--- config.mk ---
export PLATFORM = sky130hd
export DESIGN_NAME = fp_regfile_write_ctrl
export DESIGN_NICKNAME = d
export VERILOG_FILES = /design/src/rtl/fp_rf_pkg.sv /design/src/rtl/fp_regfile_write_ctrl_rr_arbiter.sv /design/src/rtl/fp_regfile_write_ctrl.sv
export SDC_FILE = /design/constraint.sdc
export NUM_CORES = 1
export LEC_CHECK = 0
export CAP_MARGIN = 10
export CORE_ASPECT_RATIO = 0.5
export CORE_UTILIZATION = 36
export CTS_CLUSTER_DIAMETER = 80
export DETAILED_ROUTE_END_ITERATION = 8
export PLACE_DENSITY = 0.8
export SLEW_MARGIN = 20
export SYNTH_ARGS = -nofsm -noshare
export SYNTH_HDL_FRONTEND = slang
export SYNTH_SLANG_ARGS = --single-unit
--- constraint.sdc ---
create_clock -name clk -period 2.82 [get_ports clk]
set_input_delay 0.846 -clock clk [delete_from_list [all_inputs] [get_ports clk]]
set_output_delay 0.846 -clock clk [all_outputs]
set_load 0.1 [all_outputs]
--- src/rtl/fp_rf_pkg.sv ---
// Shared constants and types for the FP register file write-port controller.
package fp_rf_pkg;

   localparam int NUM_FREGS = 32;
   localparam int FREG_AW   = 5;
   localparam int FLEN      = 64;

   typedef logic [FREG_AW-1:0] freg_addr_t;

   typedef enum logic [1:0] {
      IDLE  = 2'd0,
      HOLD  = 2'd1,
      BREAK = 2'd2
   } wctrl_state_e;

endpackage

--- src/rtl/fp_regfile_write_ctrl_rr_arbiter.sv ---
// Round-robin arbiter: grants the first requester after ptr, wrapping modulo N.
module rr_arbiter #(
   parameter int N  = 3,
   parameter int PW = (N > 1) ? $clog2(N) : 1
) (
   input  logic [N-1:0]  req,
   input  logic [PW-1:0] ptr,
   output logic [N-1:0]  grant
);

   logic w_found;

   // Scan ptr+1, ptr+2, ... and grant the first active requester
   always_comb begin
      grant   = '0;
      w_found = 1'b0;
      for (int k = 1; k <= N; k++) begin
         for (int j = 0; j < N; j++) begin
            if (!w_found && req[j] && (j == ((int'(ptr) + k) % N))) begin
               grant[j] = 1'b1;
               w_found  = 1'b1;
            end else begin
               w_found = w_found;
            end
         end
      end
   end

endmodule

--- src/rtl/fp_regfile_write_ctrl.sv ---
// FP regfile write-port controller: round-robin write arbitration, read/write
// collision breaking and a per-register busy scoreboard for the issue stage.
module fp_regfile_write_ctrl
   import fp_rf_pkg::*;
#(
   parameter int N_REQ = 3,
   parameter int DW    = 64,
   parameter int AW    = 5
) (
   input  logic                 clk,
   input  logic                 rst_n,
   input  logic [N_REQ-1:0]     req_valid,
   input  logic [N_REQ*AW-1:0]  req_addr,
   input  logic [N_REQ*DW-1:0]  req_data,
   output logic [N_REQ-1:0]     req_ready,
   input  logic [AW-1:0]        rd_raddr1,
   input  logic [AW-1:0]        rd_raddr2,
   input  logic [AW-1:0]        rd_raddr3,
   output logic                 rd_stall,
   output logic [AW-1:0]        rf_raddr1,
   output logic [AW-1:0]        rf_raddr2,
   output logic [AW-1:0]        rf_raddr3,
   output logic [AW-1:0]        rf_waddr,
   output logic [DW-1:0]        rf_wdata,
   output logic                 rf_wen,
   input  logic                 sb_set_valid,
   input  logic [AW-1:0]        sb_set_addr,
   output logic [NUM_FREGS-1:0] sb_busy,
   output logic [2:0]           hazard
);

   localparam int PW = (N_REQ > 1) ? $clog2(N_REQ) : 1;

   wctrl_state_e         r_state;
   logic [AW-1:0]        r_addr;
   logic [DW-1:0]        r_data;
   logic [PW-1:0]        r_ptr;
   logic [NUM_FREGS-1:0] r_busy;

   logic [N_REQ-1:0]     w_grant;
   logic [PW-1:0]        w_gidx;
   logic [AW-1:0]        w_sel_addr;
   logic [DW-1:0]        w_sel_data;
   logic                 w_coll;
   logic                 w_commit;
   logic                 w_can_accept;
   logic                 w_stall;
   logic                 w_accept;
   logic [NUM_FREGS-1:0] w_set_mask;
   logic [NUM_FREGS-1:0] w_clr_mask;

   rr_arbiter #(.N(N_REQ), .PW(PW)) u_arb (
      .req   (req_valid),
      .ptr   (r_ptr),
      .grant (w_grant)
   );

   assign w_coll = (r_addr == rd_raddr1) || (r_addr == rd_raddr2) || (r_addr == rd_raddr3);

   // Per-state commit/accept/stall decode
   always_comb begin
      w_commit     = 1'b0;
      w_can_accept = 1'b0;
      w_stall      = 1'b0;
      case (r_state)
         IDLE: begin
            w_can_accept = 1'b1;
         end
         HOLD: begin
            if (!w_coll) begin
               w_commit     = 1'b1;
               w_can_accept = 1'b1;
            end else begin
               w_commit     = 1'b0;
               w_can_accept = 1'b0;
            end
         end
         BREAK: begin
            w_commit = 1'b1;
            w_stall  = 1'b1;
         end
         default: begin
            w_commit     = 1'b0;
            w_can_accept = 1'b0;
            w_stall      = 1'b0;
         end
      endcase
   end

   // Granted index and its address/data, selected from the packed buses
   always_comb begin
      w_gidx     = '0;
      w_sel_addr = '0;
      w_sel_data = '0;
      for (int i = 0; i < N_REQ; i++) begin
         if (w_grant[i]) begin
            w_gidx     = PW'(i);
            w_sel_addr = req_addr[i*AW +: AW];
            w_sel_data = req_data[i*DW +: DW];
         end else begin
            w_gidx = w_gidx;
         end
      end
   end

   assign req_ready = w_grant & {N_REQ{w_can_accept & rst_n}};
   assign w_accept  = |req_ready;
   assign rf_wen    = w_commit & rst_n;
   assign rd_stall  = w_stall;
   assign rf_waddr  = r_addr;
   assign rf_wdata  = r_data;

   // During a break all read ports are steered off the write address
   assign rf_raddr1 = w_stall ? (r_addr ^ AW'(1)) : rd_raddr1;
   assign rf_raddr2 = w_stall ? (r_addr ^ AW'(1)) : rd_raddr2;
   assign rf_raddr3 = w_stall ? (r_addr ^ AW'(1)) : rd_raddr3;

   // Write-port FSM with holding register and round-robin pointer
   always_ff @(posedge clk or negedge rst_n) begin
      if (!rst_n) begin
         r_state <= IDLE;
         r_addr  <= '0;
         r_data  <= '0;
         r_ptr   <= PW'(N_REQ - 1);
      end else begin
         case (r_state)
            IDLE: begin
               if (w_accept) begin
                  r_state <= HOLD;
                  r_addr  <= w_sel_addr;
                  r_data  <= w_sel_data;
                  r_ptr   <= w_gidx;
               end else begin
                  r_state <= IDLE;
               end
            end
            HOLD: begin
               if (w_coll) begin
                  r_state <= BREAK;
               end else if (w_accept) begin
                  r_state <= HOLD;
                  r_addr  <= w_sel_addr;
                  r_data  <= w_sel_data;
                  r_ptr   <= w_gidx;
               end else begin
                  r_state <= IDLE;
               end
            end
            BREAK: begin
               r_state <= IDLE;
            end
            default: begin
               r_state <= IDLE;
            end
         endcase
      end
   end

   assign w_set_mask = sb_set_valid ? (NUM_FREGS'(1) << sb_set_addr) : '0;
   assign w_clr_mask = rf_wen ? (NUM_FREGS'(1) << r_addr) : '0;

   // Busy scoreboard: a same-cycle set overrides the commit clear
   always_ff @(posedge clk or negedge rst_n) begin
      if (!rst_n) begin
         r_busy <= '0;
      end else begin
         r_busy <= (r_busy & ~w_clr_mask) | w_set_mask;
      end
   end

   assign sb_busy   = r_busy;
   assign hazard[0] = r_busy[rd_raddr1];
   assign hazard[1] = r_busy[rd_raddr2];
   assign hazard[2] = r_busy[rd_raddr3];

endmodule

* Word-level counts from Yosys, hierarchy flattened
Index checks and enable logic that the tools add are counted.
Storage, ports and cells: register bits 105, bits in latches 0, bits in writable memories 0, memory bits (read-only) 0, input bits 233, output and inout port bits 124, logic and storage cells 120, memories 0
Cells by class: $add $sub $neg 3, multiply operators 0, divide/modulo/power cells 3, $lt $le $gt $ge 3, eq/ne operators 12, shifts and indexed selects 2, multiplexer cells 51, bitwise gates (word level) 7, reductions and logical operators 34
Operators by type and width (number):
- $mux 64 | 5
- $pmux 64 s2 | 1
- $eq 2x32->1 const A | 3
- $eq 3x32->1 const A | 3
- $logic_not 32->1 | 3
- $mod 32x3->32 const B | 3
- $mux 32 | 2
- $shl 1x5->32 const A | 2
- $mux 5 | 8
- $and 32x32->32 | 1
- $not 32->32 | 1
- $or 32x32->32 | 1
- $mux 1 | 23
- $lt 5x6->1 const B | 3
- $logic_and 1x1->1 | 17
- $bmux 1 s5 | 3
- $eq 5x5->1 | 3
- $pmux 5 s2 | 1
- $logic_not 1->1 | 8
- $mux 2 | 4
- $pmux 2 s2 | 2
- $add 2x2->3 const B | 2
- $pmux 1 s2 | 2
- $add 2x1->3 const B | 1
- 11 further kinds | 13

* Longest topological paths before layout
Gate-level depths: netlist of run 1.
depth after elaboration 42, depth in mapped cells 11, mapped depth without buffers 8

* Hierarchy
From an unflattened synthesis of run 1, not the netlist that was laid out.
Unflattened totals: cell total of the unflattened synthesis 1086, area total of the unflattened synthesis 9275.1 µm²
By module, submodules not included:
- fp_regfile_write_ctrl | instances 1, cells each 1070, area each 9161.3 µm², sequential area each 2628.8 µm²
- rr_arbiter | instances 1, cells each 16, area each 113.9 µm², sequential area each 0.0 µm²

* Least setup slack after synthesis of run 1
Ideal clock, no wire load.
path type flip-flop to output port, from register r_state[0], to output rf_raddr1[2], arrival time 3.396 ns, required time 1.974 ns, setup slack -1.422 ns, cell stages (with the launch flop) 5, path buffers 1, cells stage by stage dfrtp_1 -> inv_1 -> ha_1 -> clkbuf_1 -> o21ai_0
Between the ends: cells in the longest elaborated chain, start to end 3
RTL lines:
- start, declared | line fp_regfile_write_ctrl.sv:34 | wctrl_state_e r_state;
- start signal, assigned | line fp_regfile_write_ctrl.sv:121 | r_state <= IDLE;
- start signal, assigned | line fp_regfile_write_ctrl.sv:129 | r_state <= HOLD;
- start signal, assigned | line fp_regfile_write_ctrl.sv:134 | r_state <= IDLE;
- $eq 2x2->1 | line fp_regfile_write_ctrl.sv:65 | case (r_state)
- $mux 1 | line fp_regfile_write_ctrl.sv:65
- via rd_stall | line fp_regfile_write_ctrl.sv:19 | output logic rd_stall,
- $mux 5 | line fp_regfile_write_ctrl.sv:114 | assign rf_raddr1 = w_stall ? (r_addr ^ AW'(1)) : rd_raddr1;
- end, declared | line fp_regfile_write_ctrl.sv:20 | output logic [AW-1:0] rf_raddr1,
The timed path passes the listed nets, and every way through them passes these cells.

* Worst setup path in the final report of run 1
from input rd_raddr1[0], to output req_ready[2]
Between the ends: cells in the longest elaborated chain, start to end 7
RTL lines:
- start, declared | line fp_regfile_write_ctrl.sv:16 | input logic [AW-1:0] rd_raddr1,
- $eq 5x5->1 | line fp_regfile_write_ctrl.sv:58 | assign w_coll = (r_addr == rd_raddr1) || (r_addr == rd_raddr2) || (r_addr == rd_raddr3);
- $logic_or 1x1->1 (2 in a row) | line fp_regfile_write_ctrl.sv:58
- $mux 1 | line fp_regfile_write_ctrl.sv:70 | if (!w_coll) begin
- $pmux 1 s2 | line fp_regfile_write_ctrl.sv:65
- $and 1x1->1 | line fp_regfile_write_ctrl.sv:106 | assign req_ready = w_grant & {N_REQ{w_can_accept & rst_n}};
- $and 3x3->3 | line fp_regfile_write_ctrl.sv:106
- end, declared | line fp_regfile_write_ctrl.sv:15 | output logic [N_REQ-1:0] req_ready,
No other way between the ends.

==> flow_summary.html, run 1 <==
<table>
<tr><th>Metric</th><th>Value</th></tr>
<tr><th colspan="2">Run status</th></tr>
<tr><td>Result of the run</td><td>finished, violations left</td></tr>
<tr><td>Violated checks</td><td>setup timing</td></tr>
<tr><th colspan="2">Floorplan</th></tr>
<tr><td>Site Rows</td><td>34</td></tr>
<tr><td>Height of the chip</td><td>98.0 um</td></tr>
<tr><td>Starting utilization of the core area</td><td>37.5%</td></tr>
<tr><td>Die area</td><td>0.0190 mm2</td></tr>
<tr><td>DIE WIDTH</td><td>194 um</td></tr>
<tr><td>Number of primary I/O pins</td><td>357</td></tr>
<tr><td>Area of the core</td><td>0.0177 mm2</td></tr>
<tr><th colspan="2">Synthesis</th></tr>
<tr><td>Async S/R FF share, synth</td><td>100%</td></tr>
<tr><td>Top cell type's share of synthesized area</td><td>39.2%</td></tr>
<tr><td>Area contributors post-synth</td><td>sky130_fd_sc_hd__dfrtp_1 (39%), sky130_fd_sc_hd__a222oi_1 (10%), sky130_fd_sc_hd__mux2i_1 (10%)</td></tr>
<tr><td>Most instantiated library cell after synthesis</td><td>sky130_fd_sc_hd__inv_1</td></tr>
<tr><td>Total of flip-flops plus latches after synthesis</td><td>105</td></tr>
<tr><td>Number of standard cells after synthesis</td><td>632</td></tr>
<tr><td>Synthesized area</td><td>0.00664 mm2</td></tr>
<tr><td>Warning count from the yosys run</td><td>0</td></tr>
<tr><td>Synth Area per Inst</td><td>10.5 um2</td></tr>
<tr><td>Number of flops mapped to enable cells by yosys</td><td>0</td></tr>
<tr><td>Seq/Total Area, Yosys</td><td>39.6%</td></tr>
<tr><td>Cell type contributing the most total cell area after synthesis</td><td>sky130_fd_sc_hd__dfrtp_1</td></tr>
<tr><td>Cell types with the highest counts after synthesis</td><td>sky130_fd_sc_hd__inv_1 (123), sky130_fd_sc_hd__dfrtp_1 (104), sky130_fd_sc_hd__a222oi_1 (69), sky130_fd_sc_hd__mux2i_1 (69), sky130_fd_sc_hd__o21ai_0 (38)</td></tr>
<tr><td>Count of different cell masters after synthesis</td><td>39</td></tr>
<tr><td>Post-synth net total</td><td>870</td></tr>
<tr><td>Most frequently used flop master after synthesis</td><td>sky130_fd_sc_hd__dfrtp_1</td></tr>
<tr><th colspan="2">Timing</th></tr>
<tr><td>Clock tree skew after final layout</td><td>0.00723 ns</td></tr>
<tr><td>Setup repair after global routing missed its margin</td><td>yes</td></tr>
<tr><td>Worst-case setup margin in the final layout</td><td>-0.425 ns</td></tr>
<tr><td>Ratio of final minimum period to clock period</td><td>115%</td></tr>
<tr><td>Worst max-slew margin expressed relative to the limit</td><td>52.5%</td></tr>
<tr><td>Post-layout minimum cycle time</td><td>3.25 ns</td></tr>
<tr><td>WHS</td><td>0.310 ns</td></tr>
<tr><td>Total Neg Setup Slack</td><td>-2.72 ns</td></tr>
<tr><td>Final Hold Violating Endpoints</td><td>0</td></tr>
<tr><td>Final number of max-transition violations</td><td>0</td></tr>
<tr><td>Worst Tran Pin Value</td><td>0.713 ns</td></tr>
<tr><td>Maximum clock frequency</td><td>0.308 GHz</td></tr>
<tr><td>Final setup viols</td><td>7</td></tr>
<tr><th colspan="2">Cells and area</th></tr>
<tr><td>Number of filler cells placed in the layout</td><td>1341</td></tr>
<tr><td>Non-filler cells in the finished layout</td><td>1279</td></tr>
<tr><td>Final layout net count</td><td>1278</td></tr>
<tr><td>Growth of design area from synthesis to finish</td><td>78.9%</td></tr>
<tr><td>Number of inserted diodes</td><td>0</td></tr>
<tr><td>Proportion of layout cells with a drive suffix above 1</td><td>31.2%</td></tr>
<tr><th colspan="2">Worst hold path</th></tr>
<tr><td>Tightest Hold Check Type</td><td>primary input to asynchronous set/reset pin</td></tr>
<tr><th colspan="2">Routing</th></tr>
<tr><td>Ratio of routed vias to standard cells</td><td>5.58</td></tr>
<tr><td>Drt pass-1 iters</td><td>8</td></tr>
<tr><td>Post-detailed-route DRC marker count</td><td>0</td></tr>
<tr><td>Detailed-route wire length</td><td>26000 um</td></tr>
<tr><td>Initial drt markers</td><td>634</td></tr>
<tr><td>WL/cell</td><td>20.3 um</td></tr>
<tr><td>Post-DRT Antenna Nets</td><td>0</td></tr>
<tr><td>Via count</td><td>7137</td></tr>
<tr><th colspan="2">Place</th></tr>
<tr><td>Post-detail-place hpwl</td><td>19400 um</td></tr>
<tr><td>Setup WS pre-CTS</td><td>-0.899 ns</td></tr>
<tr><td>Number of port buffers</td><td>356</td></tr>
<tr><td>Gpl congestion</td><td>0.928</td></tr>
<tr><td>Post-placement cell count</td><td>1233</td></tr>
<tr><th colspan="2">Pwr</th></tr>
<tr><td>Leakage</td><td>5.21 nW</td></tr>
<tr><td>VDD IR max</td><td>0.788 mV</td></tr>
<tr><td>Total power per unit cell area</td><td>1060 mW/mm2</td></tr>
<tr><th colspan="2">Critical path</th></tr>
<tr><td>Critical path start-end classification</td><td>primary input to primary output</td></tr>
<tr><td>CP Max Fanout</td><td>4</td></tr>
<tr><td>Reg2reg start</td><td>r_ptr[1]</td></tr>
<tr><td>Worst Path Required</td><td>1.97 ns</td></tr>
<tr><td>Worst EP arrival</td><td>2.40 ns</td></tr>
<tr><td>Crit start category</td><td>primary input</td></tr>
<tr><td>Category of the worst setup path capture point</td><td>primary output</td></tr>
<tr><td>Register-to-Register Path Depth</td><td>10</td></tr>
<tr><td>R2R Path End</td><td>rf_wdata[8]</td></tr>
<tr><td>Worst reg2reg setup slack</td><td>0.19 ns</td></tr>
<tr><th colspan="2">Global route</th></tr>
<tr><td>GR Util met3</td><td>5.18%</td></tr>
<tr><td>Global-route wire length before repair</td><td>40500 um</td></tr>
<tr><td>Overall overflow remaining after global route</td><td>0</td></tr>
<tr><td>Routing usage on met1</td><td>32.4%</td></tr>
<tr><td>Antenna violations before repair</td><td>0</td></tr>
<tr><td>Largest net degree at the start of global routing</td><td>67</td></tr>
<tr><td>Overall Global Routing Usage</td><td>27.1%</td></tr>
<tr><td>Global route hottest layer</td><td>met2</td></tr>
<tr><td>Fraction of met2 tracks used by global routing</td><td>48.8%</td></tr>
<tr><td>Number of global-route vias before repair</td><td>7482</td></tr>
<tr><th colspan="2">Clocking</th></tr>
<tr><td>Num CTS Buffers</td><td>9</td></tr>
<tr><td>Number of clock sinks seen by CTS</td><td>105</td></tr>
<tr><td>CTS tree</td><td>built</td></tr>
<tr><td>Clk Tree Root Cell</td><td>sky130_fd_sc_hd__clkbuf_16</td></tr>
<tr><td>Later-pin clock latency in the skew report</td><td>0.34 ns</td></tr>
<tr><td>Count of H-tree levels built during CTS</td><td>3</td></tr>
<tr><td>Deepest clock path buffer count</td><td>2</td></tr>
<tr><td>Clock Pin Slew Worst Setup and Hold Paths</td><td>0.07 ns</td></tr>
<tr><th colspan="2">Flow run</th></tr>
<tr><td>Reported max-cap violation count</td><td>0</td></tr>
</table>
## state kept, by name, summed over array words and instances, names as in the netlist
name      count
r_ptr         2
sb_busy      32
rf_waddr      5
rf_wdata     64
r_state       2
## through the flow
step / instance area, um2 / power (mW) / utilization [%]
3_5_place_dp: 11100 / 10.9 / 62.6
2_1_floorplan: 6970 / 8.58 / -
5_1_grt: 11900 / 13.1 / 67.1
3_3_place_gp: 11100 / 10.8 / 62.6
4_1_cts: 11700 / 12.4 / 66.3
6_report: 11900 / 12.5 / 67.1
## power by group
part           internal (mW)  switching (mW)
clock network          0.695           0.576
registers               2.02           0.377
logic                   2.79            6.09
total                   5.50            7.05
## worst max path at each step
| stage | to | from | cells past startpoint |
|---|---|---|---|
| after global placement | hazard[0] | rd_raddr1[0] | 7 |
| after detailed placement | hazard[2] | rd_raddr3[0] | 7 |
| after CTS | hazard[0] | rd_raddr1[0] | 7 |
| after floorplan | hazard[0] | rd_raddr1[0] | 5 |
| final | req_ready[2] | rd_raddr1[0] | 9 |
| after global routing | req_ready[1] | rd_raddr2[0] | 10 |
## area by class of cell
type	instances	area [um2]	area share (%)
Clock buffer	10	229	1.93
Clock inverter	6	66.3	0.558
Inverter	123	462	3.89
Multi-Input combinational cell	357	3690	31.0
Sequential cell	105	2640	22.2
Tap cell	234	293	2.46
Timing Repair Buffer	444	4500	37.9
## logic make-up (layout without fill, tap and decap cells)
logic type	after synthesis	after routing	share of synthesized area, %
fa+ha+maj	5	5	0.942
flops	105	105	39.6
compound gates	152	152	19.4
xor+xnor	15	15	1.98
buf+inv	170	583	10.8
mux	101	101	21.0
simple gates	84	84	6.33
## layout by cell type (no fill, tap or decap), types with 11 or more instances in the layout
master,n
sky130_fd_sc_hd__clkdlybuf4s50_1,215
sky130_fd_sc_hd__buf_12,34
sky130_fd_sc_hd__dfrtp_1,99
sky130_fd_sc_hd__nand2_1,25
sky130_fd_sc_hd__buf_4,155
sky130_fd_sc_hd__o21ai_0,22
sky130_fd_sc_hd__mux4_2,30
sky130_fd_sc_hd__inv_1,123
sky130_fd_sc_hd__buf_6,23
sky130_fd_sc_hd__a222oi_1,69
sky130_fd_sc_hd__mux2i_1,69
sky130_fd_sc_hd__o221ai_1,11
## critical path, cell delays in order
cell,delay [ns]
sky130_fd_sc_hd__buf_12,0.11
sky130_fd_sc_hd__buf_16,0.12
sky130_fd_sc_hd__buf_6,0.11
sky130_fd_sc_hd__xor2_2,0.14
sky130_fd_sc_hd__o31a_1,0.33
sky130_fd_sc_hd__and3_4,0.19
sky130_fd_sc_hd__o21ai_4,0.29
sky130_fd_sc_hd__nor2b_4,0.08
sky130_fd_sc_hd__buf_12,0.17
## what timing repair did
action | CTS | global route
cloned | 6 | 0
hold buffers | 0 | 0
endpoints found under the setup margin | 92 | 82
buffers inserted | 20 | 14
gates resized for setup | 66 | 31
pin swaps | 20 | 20
## metal layers
| layer | vias up | routed length [um] |
|---|---|---|
| met1 | 3539 | 10000 |
| met3 | 56 | 1660 |
| met4 | 0 | 826 |
| met2 | 374 | 13500 |
| li1 | 3168 | - |
| met5 | - | 0 |
Power figures use the tool's default switching activity.
==> run 2, diff against run 1 <==
Settings changed: TNS_END_PERCENT set to 20.
==> flow_summary.html, run 2 (synthesized netlist as in run 1, its figures left out) <==
<table>
<tr><th>Metric</th><th>Value</th></tr>
<tr><th colspan="2">Timing</th></tr>
<tr><td>Maximum clock frequency</td><td>0.307 GHz</td></tr>
<tr><td>Setup repair after global routing missed its margin</td><td>yes</td></tr>
<tr><td>Worst max-slew margin expressed relative to the limit</td><td>54.0%</td></tr>
<tr><td>Worst Tran Pin Value</td><td>0.690 ns</td></tr>
<tr><td>Ratio of final minimum period to clock period</td><td>116%</td></tr>
<tr><td>Clock tree skew after final layout</td><td>0.0148 ns</td></tr>
<tr><td>Final setup viols</td><td>7</td></tr>
<tr><td>Final Hold Violating Endpoints</td><td>0</td></tr>
<tr><td>Post-layout minimum cycle time</td><td>3.26 ns</td></tr>
<tr><td>Worst-case setup margin in the final layout</td><td>-0.438 ns</td></tr>
<tr><td>Final number of max-transition violations</td><td>0</td></tr>
<tr><th colspan="2">Clocking</th></tr>
<tr><td>Clk Tree Root Cell</td><td>sky130_fd_sc_hd__clkbuf_16</td></tr>
<tr><td>CTS tree</td><td>built</td></tr>
<tr><td>Num CTS Buffers</td><td>9</td></tr>
<tr><td>Deepest clock path buffer count</td><td>2</td></tr>
<tr><td>Number of clock sinks seen by CTS</td><td>105</td></tr>
<tr><td>Clock Pin Slew Worst Setup and Hold Paths</td><td>0.08 ns</td></tr>
<tr><td>Count of H-tree levels built during CTS</td><td>3</td></tr>
<tr><td>Post-CTS Hold Buffers</td><td>0</td></tr>
<tr><td>Later-pin clock latency in the skew report</td><td>0.35 ns</td></tr>
<tr><th colspan="2">Pwr</th></tr>
<tr><td>Total power per unit cell area</td><td>1070 mW/mm2</td></tr>
<tr><td>Leakage</td><td>5.10 nW</td></tr>
<tr><td>VDD IR max</td><td>0.621 mV</td></tr>
<tr><th colspan="2">Critical path</th></tr>
<tr><td>Worst EP arrival</td><td>2.41 ns</td></tr>
<tr><td>Worst reg2reg setup slack</td><td>0.12 ns</td></tr>
<tr><td>Category of the worst setup path capture point</td><td>primary output</td></tr>
<tr><td>CP Max Fanout</td><td>5</td></tr>
<tr><td>Crit start category</td><td>primary input</td></tr>
<tr><td>Worst Path Required</td><td>1.97 ns</td></tr>
<tr><td>Critical path start-end classification</td><td>primary input to primary output</td></tr>
<tr><th colspan="2">Floorplan</th></tr>
<tr><td>Site Rows</td><td>34</td></tr>
<tr><td>Height of the chip</td><td>98.0 um</td></tr>
<tr><td>Number of primary I/O pins</td><td>357</td></tr>
<tr><td>DIE WIDTH</td><td>194 um</td></tr>
<tr><td>Area of the core</td><td>0.0177 mm2</td></tr>
<tr><td>Die area</td><td>0.0190 mm2</td></tr>
<tr><td>Starting utilization of the core area</td><td>37.5%</td></tr>
<tr><th colspan="2">Place</th></tr>
<tr><td>Number of port buffers</td><td>356</td></tr>
<tr><td>Gpl congestion</td><td>0.943</td></tr>
<tr><td>Post-placement cell count</td><td>1235</td></tr>
<tr><td>Post-detail-place hpwl</td><td>20300 um</td></tr>
<tr><th colspan="2">Routing</th></tr>
<tr><td>Ratio of routed vias to standard cells</td><td>5.63</td></tr>
<tr><td>Initial drt markers</td><td>575</td></tr>
<tr><td>Post-DRT Antenna Nets</td><td>0</td></tr>
<tr><td>WL/cell</td><td>20.8 um</td></tr>
<tr><td>Drt pass-1 iters</td><td>9</td></tr>
<tr><td>Via count</td><td>7114</td></tr>
<tr><td>Detailed-route wire length</td><td>26300 um</td></tr>
<tr><td>Post-detailed-route DRC marker count</td><td>14</td></tr>
<tr><th colspan="2">Global route</th></tr>
<tr><td>Overall overflow remaining after global route</td><td>0</td></tr>
<tr><td>Largest net degree at the start of global routing</td><td>66</td></tr>
<tr><td>Number of global-route vias before repair</td><td>7317</td></tr>
<tr><td>Overall Global Routing Usage</td><td>27.2%</td></tr>
<tr><td>Antenna violations before repair</td><td>0</td></tr>
<tr><td>Global-route wire length before repair</td><td>40400 um</td></tr>
<tr><th colspan="2">Cells and area</th></tr>
<tr><td>Sequential Area</td><td>0.00264 mm2</td></tr>
<tr><td>Final layout net count</td><td>1262</td></tr>
<tr><td>Number of filler cells placed in the layout</td><td>1380</td></tr>
<tr><td>Leading cell types in the layout, fill and taps excluded</td><td>sky130_fd_sc_hd__clkdlybuf4s50_1 (216), sky130_fd_sc_hd__buf_4 (156), sky130_fd_sc_hd__inv_1 (123)</td></tr>
<tr><td>Area of the multi-input gates</td><td>0.00357 mm2</td></tr>
<tr><td>Flip-flop count of the largest register, all copies and words added</td><td>64</td></tr>
<tr><td>Post-layout util</td><td>65.6%</td></tr>
<tr><td>Most common cell after layout, fill and taps aside</td><td>sky130_fd_sc_hd__clkdlybuf4s50_1</td></tr>
<tr><td>Proportion of layout cells with a drive suffix above 1</td><td>29.3%</td></tr>
<tr><td>Number of inserted diodes</td><td>0</td></tr>
<tr><td>Growth of design area from synthesis to finish</td><td>74.8%</td></tr>
<tr><td>Non-filler cells in the finished layout</td><td>1263</td></tr>
<tr><th colspan="2">Run status</th></tr>
<tr><td>Result of the run</td><td>finished, violations left</td></tr>
<tr><td>Violated checks</td><td>DRC, setup timing</td></tr>
<tr><th colspan="2">Worst hold path</th></tr>
<tr><td>Tightest Hold Check Type</td><td>primary input to asynchronous set/reset pin</td></tr>
<tr><th colspan="2">Flow run</th></tr>
<tr><td>Reported max-cap violation count</td><td>0</td></tr>
</table>
-- run 2: cell types whose count changed in the layout (fill, tap and decap cells not counted), moves of 3 or more --
cell	change
sky130_fd_sc_hd__o21ai_4	-6
sky130_fd_sc_hd__xor2_1	+3
sky130_fd_sc_hd__dlygate4sd2_1	+3
sky130_fd_sc_hd__buf_6	-18
sky130_fd_sc_hd__o21ai_2	+6
sky130_fd_sc_hd__xor2_2	-3
sky130_fd_sc_hd__clkbuf_2	-3
-- run 2: timing repair --
item / in CTS / in global routing
setup buffers: 8 / 0
cloned: 5 / 0
setup endpoints to repair: 89 / 21
resized for setup: 56 / 4
pin swaps: 18 / 6
-- run 2: final timing paths --
| path | startpoint | end | cells after the start |
|---|---|---|---|
| setup / recovery | rd_raddr2[0] | hazard[1] | 7 |
| hold / removal | rst_n | r_state[0] | 1 |
| setup reg to reg | r_ptr[1] | rf_wdata[36] | 7 |
| hold reg to reg | rf_wdata[16] | rf_wdata[16] | 2 |
| max in group asynchronous | rst_n | sb_busy[27] | 3 |
| min in group clk | rf_wdata[16] | rf_wdata[16] | 2 |
-- run 2: worst max-delay path: stages --
cell,delay (ns)
sky130_fd_sc_hd__buf_12,0.09
sky130_fd_sc_hd__buf_12,0.12
sky130_fd_sc_hd__mux4_2,0.53
sky130_fd_sc_hd__mux4_2,0.51
sky130_fd_sc_hd__nand2_4,0.11
sky130_fd_sc_hd__nand2_8,0.05
sky130_fd_sc_hd__buf_12,0.16
-- run 2: final cells by class --
type	instances	share of cell area, %
clock buffers	10	1.97
inverters	123	3.98
multi-input cells	357	30.8
flip-flops and latches	105	22.7
well taps	234	2.52
clock inverters	6	0.841
repair buffers	428	37.2
-- run 2: through the flow --
stage | area (um2) | setup TNS, ns | total power, mW | worst slack, ns | hold slack (ns)
floorplan | 6920 | -1.42 | 8.56 | -0.197 | 0.510
global placement | 11100 | -39.47 | 10.9 | -0.888 | 0.506
detailed placement | 11100 | -44.37 | 11.0 | -0.894 | 0.510
CTS | 11600 | -2.69 | 12.5 | -0.431 | 0.324
global route | 11600 | -3.03 | 12.9 | -0.484 | 0.316
finish | 11600 | -2.69 | 12.4 | -0.438 | 0.324
-- run 2: metal layers --
layer | wire length [um] | track usage (%) | vias up
met1 | 10200 | 32.6 | 3493
met3 | 1880 | 4.80 | 71
met2 | 13500 | 49.4 | 405
li1 | - | - | 3145
met5 | 0 | 0 | -
met4 | 747 | 9.10 | 0
-- run 2: power by group --
part	internal, mW	switching [mW]
registers	2.02	0.345
logic	2.64	6.04
clock network	0.794	0.598
==> run 3, diff against run 2 <==
Settings changed: ABC_AREA set to 1, CORE_UTILIZATION 36 to 37.
==> flow_summary.html, run 3 <==
<table>
<tr><th>Metric</th><th>Value</th></tr>
<tr><th colspan="2">Run status</th></tr>
<tr><td>Violated checks</td><td>setup timing</td></tr>
<tr><td>Result of the run</td><td>finished, violations left</td></tr>
<tr><th colspan="2">Global route</th></tr>
<tr><td>Overall overflow remaining after global route</td><td>0</td></tr>
<tr><td>Fraction of met2 tracks used by global routing</td><td>54.3%</td></tr>
<tr><td>Global route hottest layer</td><td>met2</td></tr>
<tr><td>Global-route wire length before repair</td><td>47300 um</td></tr>
<tr><td>Overall Global Routing Usage</td><td>31.0%</td></tr>
<tr><td>GR Util met3</td><td>6.04%</td></tr>
<tr><td>Routing usage on met1</td><td>38.2%</td></tr>
<tr><td>Largest net degree at the start of global routing</td><td>71</td></tr>
<tr><td>Antenna violations before repair</td><td>1</td></tr>
<tr><td>Number of global-route vias before repair</td><td>8788</td></tr>
<tr><th colspan="2">Synthesis</th></tr>
<tr><td>Top cell type's share of synthesized area</td><td>37.0%</td></tr>
<tr><td>Total of flip-flops plus latches after synthesis</td><td>105</td></tr>
<tr><td>Cell types with the highest counts after synthesis</td><td>sky130_fd_sc_hd__nand2_1 (422), sky130_fd_sc_hd__nand3_1 (168), sky130_fd_sc_hd__o21ai_0 (125)</td></tr>
<tr><td>Post-synth net total</td><td>1318</td></tr>
<tr><td>Area contributors post-synth</td><td>sky130_fd_sc_hd__dfrtp_1 (37%), sky130_fd_sc_hd__nand2_1 (23%), sky130_fd_sc_hd__nand3_1 (12%)</td></tr>
<tr><td>Synthesized area</td><td>0.00704 mm2</td></tr>
<tr><td>Seq/Total Area, Yosys</td><td>37.4%</td></tr>
<tr><td>Most instantiated library cell after synthesis</td><td>sky130_fd_sc_hd__nand2_1</td></tr>
<tr><td>Number of standard cells after synthesis</td><td>1080</td></tr>
<tr><td>Count of different cell masters after synthesis</td><td>32</td></tr>
<tr><td>Cell type contributing the most total cell area after synthesis</td><td>sky130_fd_sc_hd__dfrtp_1</td></tr>
<tr><td>Most frequently used flop master after synthesis</td><td>sky130_fd_sc_hd__dfrtp_1</td></tr>
<tr><td>Number of flops mapped to enable cells by yosys</td><td>0</td></tr>
<tr><td>Async S/R FF share, synth</td><td>100%</td></tr>
<tr><td>Synth Area per Inst</td><td>6.52 um2</td></tr>
<tr><td>Warning count from the yosys run</td><td>0</td></tr>
<tr><th colspan="2">Floorplan</th></tr>
<tr><td>Die area</td><td>0.0196 mm2</td></tr>
<tr><td>Number of primary I/O pins</td><td>357</td></tr>
<tr><td>Height of the chip</td><td>99.5 um</td></tr>
<tr><td>DIE WIDTH</td><td>197 um</td></tr>
<tr><td>Site Rows</td><td>35</td></tr>
<tr><td>Starting utilization of the core area</td><td>38.0%</td></tr>
<tr><td>Area of the core</td><td>0.0185 mm2</td></tr>
<tr><th colspan="2">Timing</th></tr>
<tr><td>Worst max-slew margin expressed relative to the limit</td><td>40.4%</td></tr>
<tr><td>Worst-case setup margin in the final layout</td><td>-0.254 ns</td></tr>
<tr><td>Final number of max-transition violations</td><td>0</td></tr>
<tr><td>Worst Tran Pin Value</td><td>0.894 ns</td></tr>
<tr><td>Ratio of final minimum period to clock period</td><td>109%</td></tr>
<tr><td>Setup repair after global routing missed its margin</td><td>yes</td></tr>
<tr><td>Total Neg Setup Slack</td><td>-1.23 ns</td></tr>
<tr><td>WHS</td><td>0.353 ns</td></tr>
<tr><td>Final Hold Violating Endpoints</td><td>0</td></tr>
<tr><td>Maximum clock frequency</td><td>0.325 GHz</td></tr>
<tr><td>Final setup viols</td><td>7</td></tr>
<tr><td>Clock tree skew after final layout</td><td>0.0116 ns</td></tr>
<tr><td>Post-layout minimum cycle time</td><td>3.07 ns</td></tr>
<tr><th colspan="2">Flow run</th></tr>
<tr><td>Reported max-cap violation count</td><td>0</td></tr>
<tr><th colspan="2">Critical path</th></tr>
<tr><td>Register-to-Register Path Depth</td><td>12</td></tr>
<tr><td>Capture point of the critical path</td><td>req_ready[2]</td></tr>
<tr><td>CP Max Fanout</td><td>4</td></tr>
<tr><td>Critical path start-end classification</td><td>primary input to primary output</td></tr>
<tr><td>Worst Path Required</td><td>1.97 ns</td></tr>
<tr><td>Crit start category</td><td>primary input</td></tr>
<tr><td>Worst EP arrival</td><td>2.23 ns</td></tr>
<tr><td>Category of the worst setup path capture point</td><td>primary output</td></tr>
<tr><td>Worst reg2reg setup slack</td><td>0.28 ns</td></tr>
<tr><td>Reg2reg start</td><td>r_ptr[1]</td></tr>
<tr><td>R2R Path End</td><td>rf_wdata[17]</td></tr>
<tr><td>First element of the critical path</td><td>req_valid[2]</td></tr>
<tr><th colspan="2">Cells and area</th></tr>
<tr><td>Non-filler cells in the finished layout</td><td>1739</td></tr>
<tr><td>Leading cell types in the layout, fill and taps excluded</td><td>sky130_fd_sc_hd__nand2_1 (414), sky130_fd_sc_hd__clkdlybuf4s50_1 (213), sky130_fd_sc_hd__buf_4 (171)</td></tr>
<tr><td>Proportion of layout cells with a drive suffix above 1</td><td>22.7%</td></tr>
<tr><td>Final layout net count</td><td>1712</td></tr>
<tr><td>Most common cell after layout, fill and taps aside</td><td>sky130_fd_sc_hd__nand2_1</td></tr>
<tr><td>Growth of design area from synthesis to finish</td><td>74.0%</td></tr>
<tr><td>Number of filler cells placed in the layout</td><td>1605</td></tr>
<tr><td>Flip-flop count of the largest register, all copies and words added</td><td>64</td></tr>
<tr><td>Sequential Area</td><td>0.00264 mm2</td></tr>
<tr><td>Area of the multi-input gates</td><td>0.00426 mm2</td></tr>
<tr><th colspan="2">Clocking</th></tr>
<tr><td>CTS tree</td><td>built</td></tr>
<tr><td>Number of clock sinks seen by CTS</td><td>105</td></tr>
<tr><td>Clock Pin Slew Worst Setup and Hold Paths</td><td>0.07 ns</td></tr>
<tr><td>Num CTS Buffers</td><td>9</td></tr>
<tr><td>Deepest clock path buffer count</td><td>2</td></tr>
<tr><td>Clk Tree Root Cell</td><td>sky130_fd_sc_hd__clkbuf_16</td></tr>
<tr><td>Later-pin clock latency in the skew report</td><td>0.34 ns</td></tr>
<tr><td>Count of H-tree levels built during CTS</td><td>3</td></tr>
<tr><th colspan="2">Place</th></tr>
<tr><td>Gpl congestion</td><td>0.989</td></tr>
<tr><td>Post-detail-place hpwl</td><td>23300 um</td></tr>
<tr><td>Setup WS pre-CTS</td><td>-0.688 ns</td></tr>
<tr><td>Post-placement cell count</td><td>1695</td></tr>
<tr><td>Number of port buffers</td><td>356</td></tr>
<tr><th colspan="2">Routing</th></tr>
<tr><td>Via count</td><td>9285</td></tr>
<tr><td>WL/cell</td><td>17.8 um</td></tr>
<tr><td>Post-detailed-route DRC marker count</td><td>0</td></tr>
<tr><td>Drt pass-1 iters</td><td>7</td></tr>
<tr><td>Detailed-route wire length</td><td>30900 um</td></tr>
<tr><td>Post-DRT Antenna Nets</td><td>0</td></tr>
<tr><td>Ratio of routed vias to standard cells</td><td>5.34</td></tr>
<tr><td>Initial drt markers</td><td>803</td></tr>
<tr><th colspan="2">Pwr</th></tr>
<tr><td>VDD IR max</td><td>0.638 mV</td></tr>
<tr><td>Total power per unit cell area</td><td>1250 mW/mm2</td></tr>
<tr><td>Leakage</td><td>5.66 nW</td></tr>
<tr><th colspan="2">Worst hold path</th></tr>
<tr><td>Tightest Hold Check Type</td><td>primary input to asynchronous set/reset pin</td></tr>
</table>
run 3: area by class of cell:
cell class	count	share of cell area, %
Multi-Input combinational cell	865	34.8
Clock buffer	9	1.84
Antenna cell	1	0.0204
Sequential cell	105	21.5
Timing Repair inverter	5	0.266
Clock inverter	7	0.623
Inverter	38	1.51
Tap cell	259	2.65
Timing Repair Buffer	450	36.8
run 3: report_power, final:
part | switching [mW] | total [mW] | internal (mW)
clock | 0.570 | 1.27 | 0.695
sequential | 0.719 | 2.81 | 2.09
combinational | 8.17 | 11.2 | 3.07
run 3: stage by stage:
stage | area, um2 | total power [mW] | util [%]
2_1_floorplan | 7290 | 10.3 | -
3_3_place_gp | 11500 | 13.6 | 62.0
3_5_place_dp | 11500 | 13.8 | 62.0
4_1_cts | 12200 | 15.3 | 65.9
5_1_grt | 12200 | 16.0 | 66.1
6_report | 12200 | 15.3 | 66.1
run 3: critical path: stages:
cell and delay [ns]:
sky130_fd_sc_hd__dlygate4sd2_1 0.30, sky130_fd_sc_hd__nand2_1 0.09, sky130_fd_sc_hd__nand4_1 0.13, sky130_fd_sc_hd__nor2_2 0.19, sky130_fd_sc_hd__nand4_1 0.16, sky130_fd_sc_hd__nand3_2 0.14, sky130_fd_sc_hd__nand3_4 0.09, sky130_fd_sc_hd__clkinvlp_4 0.10
sky130_fd_sc_hd__buf_12 0.16
run 3: layer usage:
| layer | vias up | part of all wire (%) |
|---|---|---|
| met1 | 4370 | 41 |
| met5 | - | 0 |
| met3 | 81 | 6.7 |
| met2 | 443 | 49 |
| li1 | 4391 | - |
| met4 | 0 | 3.3 |
run 3: kinds of logic (layout without fill, tap and decap cells):
logic type	after synthesis	after routing	share of synthesized area, %
AO/OA/AOI/OAI	164	164	13.2
XOR/XNOR	8	8	0.996
adder cells (fa/ha/maj)	5	5	0.889
buffers and inverters	110	509	6.63
flip-flops	105	105	37.4
other	0	1	0
AND/OR/NAND/NOR	688	688	40.9
run 3: what timing repair did:
item,4_1_cts,5_1_grt
setup buffers,17,2
hold buffers,0,0
setup endpoints to repair,57,7
gates resized for setup,131,8
gates cloned,8,0
pin swaps,41,8
run 3: worst min-delay path by stage:
stage | end | slack [ns] | from | cells past startpoint
floorplan | r_ptr[1] | 0.45 | r_ptr[1] | 2
global placement | rf_wdata[29] | 0.46 | rf_wdata[29] | 2
detailed placement | rf_wdata[57] | 0.46 | rf_wdata[57] | 2
CTS | rf_wdata[2] | 0.34 | rst_n | 1
global route | rf_wdata[2] | 0.34 | rst_n | 1
finish | rf_wdata[2] | 0.35 | rst_n | 1
